==> config.mk <==
export PLATFORM = sky130hd
export DESIGN_NAME = render_sequencer
export DESIGN_NICKNAME = d
export VERILOG_FILES = /design/src/rtl/render_sequencer.sv
export SDC_FILE = /design/constraint.sdc
export NUM_CORES = 1
export LEC_CHECK = 0
export ABC_AREA = 1
export BUFFER_PORTS_ARGS = -buffer_cell sky130_fd_sc_hd__buf_2
export CELL_PAD_IN_SITES_DETAIL_PLACEMENT = 1
export CELL_PAD_IN_SITES_GLOBAL_PLACEMENT = 2
export CORE_UTILIZATION = 32
export CTS_CLUSTER_DIAMETER = 100
export CTS_CLUSTER_SIZE = 25
export DETAILED_ROUTE_END_ITERATION = 16
export HOLD_SLACK_MARGIN = 0.12
export PLACE_DENSITY_LB_ADDON = 0.25
export SYNTH_ARGS = -nofsm -noshare
export SYNTH_HDL_FRONTEND = slang
export SYNTH_SLANG_ARGS = --single-unit
export TNS_END_PERCENT = 50
==> constraint.sdc <==
create_clock -name clk -period 7.24 [get_ports clk]
set_input_delay 0.724 -clock clk [delete_from_list [all_inputs] [get_ports clk]]
set_output_delay 0.724 -clock clk [all_outputs]
set_load 0.03 [all_outputs]
==> src/rtl/render_sequencer.sv <==
// rtl/render_sequencer.sv - VGA raster timing, per-line sprite overlap scan and animation counter
module render_sequencer #(
  parameter int PIX_DIV  = 4,
  parameter int H_ACTIVE = 640,
  parameter int H_FP     = 16,
  parameter int H_SYNC   = 96,
  parameter int H_BP     = 48,
  parameter int V_ACTIVE = 480,
  parameter int V_FP     = 10,
  parameter int V_SYNC   = 2,
  parameter int V_BP     = 33,
  parameter int X_W      = 10,
  parameter int Y_W      = 10,
  parameter int TILE     = 20,
  parameter int ANIM_DIV = 8,
  parameter int ANIM_W   = 4
) (
  input  logic             clk,
  input  logic             rst,
  input  logic             anim_en,
  input  logic [5*Y_W-1:0] sprite_y,
  output logic [X_W-1:0]   x,
  output logic [Y_W-1:0]   y,
  output logic             toDisplay,
  output logic             hsync,
  output logic             vsync,
  output logic             pix_tick,
  output logic             frame_tick,
  output logic [4:0]       line_sprite_mask,
  output logic [ANIM_W-1:0] animation_timer
);

  localparam int H_TOTAL = H_ACTIVE + H_FP + H_SYNC + H_BP;
  localparam int V_TOTAL = V_ACTIVE + V_FP + V_SYNC + V_BP;
  localparam int DIV_W   = (PIX_DIV > 1) ? $clog2(PIX_DIV) : 1;
  localparam int FC_W    = (ANIM_DIV > 1) ? $clog2(ANIM_DIV) : 1;

  typedef enum logic [1:0] {
    S_IDLE,
    S_SCAN,
    S_DONE
  } scan_state_e;

  logic [DIV_W-1:0]  div_q, div_d;
  logic [X_W-1:0]    x_q, x_d;
  logic [Y_W-1:0]    y_q, y_d;
  logic              td_q, td_d;
  logic              hs_q, hs_d;
  logic              vs_q, vs_d;
  logic              pix_tick_q, pix_tick_d;
  logic              frame_tick_q, frame_tick_d;
  logic [4:0]        mask_q, mask_d;
  logic [4:0]        scratch_q, scratch_d;
  logic [2:0]        idx_q, idx_d;
  logic [Y_W-1:0]    nl_q, nl_d;
  scan_state_e       state_q, state_d;
  logic [FC_W-1:0]   fc_q, fc_d;
  logic [ANIM_W-1:0] anim_q, anim_d;

  logic              tick;
  logic              x_wrap;
  logic              y_wrap;
  logic [Y_W-1:0]    sy_sel;
  logic              hit;

  assign tick   = (div_q == DIV_W'(PIX_DIV - 1));
  assign x_wrap = (x_q == X_W'(H_TOTAL - 1));
  assign y_wrap = (y_q == Y_W'(V_TOTAL - 1));

  // Pixel divider, raster counters and the sync/enable flags decoded from the next position
  always_comb begin
    div_d = tick ? '0 : div_q + 1'b1;
    x_d   = x_q;
    y_d   = y_q;
    if (tick) begin
      x_d = x_wrap ? '0 : x_q + 1'b1;
      if (x_wrap) begin
        y_d = y_wrap ? '0 : y_q + 1'b1;
      end
    end
    pix_tick_d   = tick;
    frame_tick_d = tick && x_wrap && y_wrap;
    td_d = (x_d < X_W'(H_ACTIVE)) && (y_d < Y_W'(V_ACTIVE));
    hs_d = !((x_d >= X_W'(H_ACTIVE + H_FP)) && (x_d < X_W'(H_ACTIVE + H_FP + H_SYNC)));
    vs_d = !((y_d >= Y_W'(V_ACTIVE + V_FP)) && (y_d < Y_W'(V_ACTIVE + V_FP + V_SYNC)));
  end

  // Select the sprite top under test and compare it against the upcoming line without wrap
  always_comb begin
    sy_sel = '0;
    case (idx_q)
      3'd0:    sy_sel = sprite_y[0*Y_W +: Y_W];
      3'd1:    sy_sel = sprite_y[1*Y_W +: Y_W];
      3'd2:    sy_sel = sprite_y[2*Y_W +: Y_W];
      3'd3:    sy_sel = sprite_y[3*Y_W +: Y_W];
      3'd4:    sy_sel = sprite_y[4*Y_W +: Y_W];
      default: sy_sel = '0;
    endcase
    hit = ({1'b0, sy_sel} <= {1'b0, nl_q}) &&
          ({1'b0, nl_q} < ({1'b0, sy_sel} + (Y_W+1)'(TILE)));
  end

  // Sprite scan FSM: scan during horizontal blank, publish the mask as the next line begins
  always_comb begin
    state_d   = state_q;
    idx_d     = idx_q;
    scratch_d = scratch_q;
    nl_d      = nl_q;
    mask_d    = mask_q;
    if (tick) begin
      case (state_q)
        S_IDLE: begin
          if (x_d == X_W'(H_ACTIVE)) begin
            state_d   = S_SCAN;
            idx_d     = '0;
            scratch_d = '0;
            nl_d      = y_wrap ? '0 : y_q + 1'b1;
          end
        end
        S_SCAN: begin
          scratch_d[idx_q] = hit;
          idx_d            = idx_q + 1'b1;
          if (idx_q == 3'd4) begin
            state_d = S_DONE;
          end
        end
        S_DONE: begin
          if (x_d == '0) begin
            mask_d  = scratch_q;
            state_d = S_IDLE;
          end
        end
        default: state_d = S_IDLE;
      endcase
    end
  end

  // Animation: count enabled frames, step the animation index every ANIM_DIV of them
  always_comb begin
    fc_d   = fc_q;
    anim_d = anim_q;
    if (frame_tick_d && anim_en) begin
      if (fc_q == FC_W'(ANIM_DIV - 1)) begin
        fc_d   = '0;
        anim_d = anim_q + 1'b1;
      end else begin
        fc_d = fc_q + 1'b1;
      end
    end
  end

  // State registers with synchronous reset
  always_ff @(posedge clk) begin
    if (rst) begin
      div_q        <= '0;
      x_q          <= '0;
      y_q          <= '0;
      td_q         <= 1'b0;
      hs_q         <= 1'b1;
      vs_q         <= 1'b1;
      pix_tick_q   <= 1'b0;
      frame_tick_q <= 1'b0;
      mask_q       <= '0;
      scratch_q    <= '0;
      idx_q        <= '0;
      nl_q         <= '0;
      state_q      <= S_IDLE;
      fc_q         <= '0;
      anim_q       <= '0;
    end else begin
      div_q        <= div_d;
      x_q          <= x_d;
      y_q          <= y_d;
      td_q         <= td_d;
      hs_q         <= hs_d;
      vs_q         <= vs_d;
      pix_tick_q   <= pix_tick_d;
      frame_tick_q <= frame_tick_d;
      mask_q       <= mask_d;
      scratch_q    <= scratch_d;
      idx_q        <= idx_d;
      nl_q         <= nl_d;
      state_q      <= state_d;
      fc_q         <= fc_d;
      anim_q       <= anim_d;
    end
  end

  assign x                = x_q;
  assign y                = y_q;
  assign toDisplay        = td_q;
  assign hsync            = hs_q;
  assign vsync            = vs_q;
  assign pix_tick         = pix_tick_q;
  assign frame_tick       = frame_tick_q;
  assign line_sprite_mask = mask_q;
  assign animation_timer  = anim_q;

endmodule
Word-level counts from Yosys, hierarchy flattened --
Index checks and enable logic that the tools add are counted.
Cells by class: $add $sub $neg 7, magnitude comparators 10, eq/ne operators 14, multiplexer cells 18, reduce and logical (&&, ||, !) cells 20
Operators with widths (number):
- 2-to-1 mux 10 bit | 5
- case mux 10 bit (5 select lines) | 1
- == test 10 bit, second input constant | 3
- adder 10 x 1 -> 10 bit, second input constant | 2
- less-than comparator 10 bit, second input constant | 2
- less-than comparator 10 x 9 -> 1 bit, second input constant | 2
- adder 10 x 5 -> 11 bit, second input constant | 1
- less-than comparator 10 x 11 -> 1 bit | 1
- >= comparator 10 bit, second input constant | 1
- >= comparator 10 x 9 -> 1 bit, second input constant | 1
- <= comparator 10 bit | 1
- zero test 10 bit | 1
- case mux 5 bit (2 select lines) | 1
- AND reduction 3 bit | 3
- logical AND 1 bit | 8
- adder 3 x 1 -> 3 bit, second input constant | 2
- == test 3 x 2 -> 1 bit, second input constant | 2
- == test 3 bit, second input constant | 2
- 2-to-1 mux 2 bit | 3
- 2-to-1 mux 3 bit | 2
- != test 2 bit, second input constant | 3
- case mux 2 bit (3 select lines) | 1
- case mux 3 bit (2 select lines) | 1
- bitwise mux 5 bit | 1
- 17 further kinds | 19
Storage, ports and cells: flip-flop bits (word level) 59, bits of input ports 53, logic and storage cells 84

Longest topological paths before layout --
word-level depth 7, gate-level depth with buffers 22

Worst setup path after synthesis --
No wires, ideal clock.
path kind register to register, start point register idx_q[1], end point register scratch_q[1], data arrival time 2948 ps, setup slack 4160 ps, cell stages (with the launch flop) 23, buffers on the path 0, path through dfxtp_1 inv_1 ha_1 nand2_1 clkinv_1 nand2_1 nand2_1 a21oi_1 nand3_1 ha_1 or2_0 nand2_1 xnor2_1 ha_1 nand2_1 o21ai_0 nor2_1 o21ai_0 nand2_1 nand2_1 nand2_1 nand3_1 a21oi_1
Between the ends: longest elaborated chain between the ends 7
Ends and longest elaborated chain:
- from (decl) | line 54 | logic [2:0] idx_q, idx_d;
- from (signal assigned) | line 181 | idx_q <= idx_d;
- == test 3 bit (tied with other cells) | line 91 | case (idx_q)
- case mux 10 bit (5 select lines) | line 91
- adder 10 x 5 -> 11 bit | line 100 | ({1'b0, nl_q} < ({1'b0, sy_sel} + (Y_W+1)'(TILE)));
- less-than comparator 10 x 11 -> 1 bit | line 100
- logical AND 1 bit | line 99 | hit = ({1'b0, sy_sel} <= {1'b0, nl_q}) &&
- bitwise mux 5 bit (*) | line 121 | scratch_d[idx_q] = hit;
- case mux 5 bit (2 select lines) (*) | line 111 | case (state_q)
- to (signal assigned) | line 180 | scratch_q <= scratch_d;
- to (decl) | line 53 | logic [4:0] scratch_q, scratch_d;
Mark *: on every way between the ends. The rest lies on a longest branch, timed or not. A chain may end at the register's enable or synchronous reset.

Final worst setup path --
start point register idx_q[0], end point register scratch_q[3]
Same word-level chain as after synthesis.

==> run metrics <==
outcome complete, no violations; fin crit period 3.76 ns; Post-Route WL 11.9 mm; htree depth 3; RSZ-0062 raised after global routing no; grt total ovfl 0; RD Place Congestion 0.827; drt wl/cell 14.0 µm; Fmax 0.266 GHz; Residual DRC 0; vias per inst 4.79; I/O Pins 87; layout cells sized above 1 20.3%; post-placement setup slack 3.46 ns; ys async rst share 0%; Startpoint Class flip-flop; worst hold slack 0.432 ns; hold-fix buffers at CTS 0; endpoints failing hold 0; largest net degree at the start of global routing 49; first-pass GRT wire length 20.0 mm; P_leak 2.33 nW; Die ar. 13,100 µm²; Die Span X 114 µm; post-DP HPWL 9.62 mm; Core ar. 12,200 µm²; Initial DRC Count 135; root buffer cell clkbuf_16; critical path, cell by cell inv_1, ha_1, nand2_1, clkinv_1, nand2_1, nand2_1, a21oi_1, nand3_1, ha_1, or2_0, nand2_1, xnor2_1, ha_1, nand2_1, o21ai_0, nor2_1, o21ai_0, nand2_1, nand2_1, nand2_1, nand3_1, a21oi_1; worst-path maximum fanout 10; FP Rows 40; CTS tree yes; Max stage delay cell, worst path dfxtp_1; worst relative slew slack 36.9%; Area contributors post-synth dfxtp_1 29%, nand2_1 12%, ha_1 9.9%; Yosys top cell by area dfxtp_1; height of the die 114 µm; DRT antenna net count 0; Resized cells post-CTS 0; WP data required 7.41 ns; Crit Path Class flip-flop to flip-flop; vias 4,104; fin crit share 52.0%; CTS Buf Count 9; CP dominant cell by count nand2_1; clk_lat worst skew 0.33 ns; Hold Crit Class flip-flop to flip-flop; DR pass1 iterations 4; Unique masters post-synth 47; clock tree buffer depth 2; number of clock sinks 59; Avg Inst Size Synth 6.73 µm²; P&R area growth vs syn 21.3%; Worst EP arrival 3.93 ns; port buffer count 86; post-synth top area share 29.3%; Slew Viols, Final 0; Worst Tran Pin Value 0.946 ns; syn_nets 685; initial antenna violation count 0; clock-pin slew on the worst setup and hold paths 0.05 ns; Post-synth EDFFs 0; Seq cells post-synth 59; CP peak stage delay 0.40 ns; total of max-cap violations 0; antenna cell count 0; Total GRT Usage 19.4%; synth warn 0; # setup viols final 0; register area share after synthesis 29.3%; Worst setup EP type flip-flop; Starting Density 33.2%; synthesized cell area 4040 µm²; Final nets 770; VDD IR-drop max 0.107 mV; Setup Skew 0.00600 ns; Pwr per Cell Area 165 nW/µm²; final worst slack 3.48 ns; Setup TNS Final 0 ns; vias in the first global route 4,230; Post-CTS Setup Bufs 0; Post-Synthesis Cells 600; setup slack, reg-to-reg 3.48 ns; Primary FF master, synth dfxtp_1
[synth_stat cells (2+ instances only)]
master	n
a211oi_1	2
a21oi_1	32
a221oi_1	2
a22o_1	2
a31oi_1	4
buf_1	2
buf_2	4
buf_4	2
clkbuf_1	3
dfxtp_1	59
ha_1	32
inv_1	80
inv_2	5
nand2_1	132
nand2_2	8
nand3_1	37
nand3_2	8
nand4_1	21
nor2_1	87
nor2_2	7
nor2_4	3
nor3_1	9
nor3b_1	2
o21a_1	3
o21ai_0	19
o21ai_1	2
o21bai_1	3
or2_2	3
xnor2_1	2
xor2_1	8
[through the flow]
step	cells	area, µm²	util [%]	total power, mW
after detailed placement	842	4610	37.9	0.399
after floorplan	600	4040	-	0.374
final	856	4890	40.2	0.807
after global placement	842	4610	37.9	0.397
after CTS	856	4890	40.2	0.820
after global routing	856	4890	40.2	0.842
[final timing paths]
| path | from | to | depth (start not counted) |
|---|---|---|---|
| setup / recovery | idx_q[0] | scratch_q[3] | 22 |
| hold / removal | div_q[0] | div_q[0] | 1 |
| setup reg to reg | idx_q[0] | scratch_q[3] | 22 |
| hold reg to reg | div_q[0] | div_q[0] | 1 |
[sequential cells by signal, summed over array words and instances (netlist names)]
name              flops
animation_timer       4
div_q                 2
fc_q                  3
frame_tick            1
hsync                 1
idx_q                 3
line_sprite_mask      5
nl_q                 10
pix_tick              1
scratch_q             5
state_q               2
toDisplay             1
vsync                 1
x                    10
y                    10
[where the power goes]
| group | switching [mW] | total [mW] | internal (mW) |
|---|---|---|---|
| clock | 0.145 | 0.415 | 0.270 |
| combinational | 0.0370 | 0.0627 | 0.0257 |
| sequential | 0.00131 | 0.329 | 0.328 |
| total | 0.183 | 0.807 | 0.624 |
[cell type report]
| type | count | area [µm²] |
|---|---|---|
| Fill cell | 1611 | 7270 |
| Multi-Input combinational cell | 443 | 2470 |
| Sequential cell | 59 | 1180 |
| Timing Repair Buffer | 86 | 430 |
| Inverter | 86 | 323 |
| Clock buffer | 11 | 243 |
| Tap cell | 168 | 210 |
| Clock inverter | 3 | 40.0 |
[logic make-up after synthesis]
logic type / count (synthesis) / share of synthesized area [%]
compound gates: 72 / 10.2
xor+xnor: 10 / 2.17
fa+ha+maj: 32 / 9.92
buf+inv: 98 / 9.61
flops: 59 / 29.3
mux: 1 / 0.248
simple gates: 328 / 38.6
[layout by cell type, fill, tap and decap left out, types with 2 or more instances in the layout]
cell	Yosys	routed
nor2_1	87	87
a21oi_1	32	32
nor2_2	7	7
xor2_1	8	8
nand3_2	8	8
nor3b_1	2	2
clkbuf_16	0	9
a221oi_1	2	2
clkinv_2	0	2
or2_2	3	3
a211oi_1	2	2
o21a_1	3	3
buf_2	4	86
o21bai_1	3	3
nor3_1	9	9
nand3_1	37	37
o21ai_0	19	19
dfxtp_1	59	59
nand2_2	8	8
xnor2_1	2	2
a31oi_1	4	4
nor2_4	3	3
a22o_1	2	2
ha_1	32	32
inv_2	5	5
o21ai_1	2	2
inv_1	80	80
nand4_1	21	21
nand2_1	132	132
[routing by layer]
metal	vias to the layer above	track usage (%)	wire, µm
met3	7	3.55	276
met4	0	5.19	109
met2	43	34.9	6050
met5	-	0	0
li1	2103	-	-
met1	1951	23.6	5520
[worst max-delay path: cells and delay by family (launching register included)]
family	cells	cell delay, ns
AO/OA/AOI/OAI	4	0.48
XOR/XNOR	1	0.08
adder cells (fa/ha/maj)	3	0.83
buffers and inverters	2	0.46
flip-flops	1	0.40
AND/OR/NAND/NOR	12	1.37
Note: power is estimated with default switching activity, not from simulation.
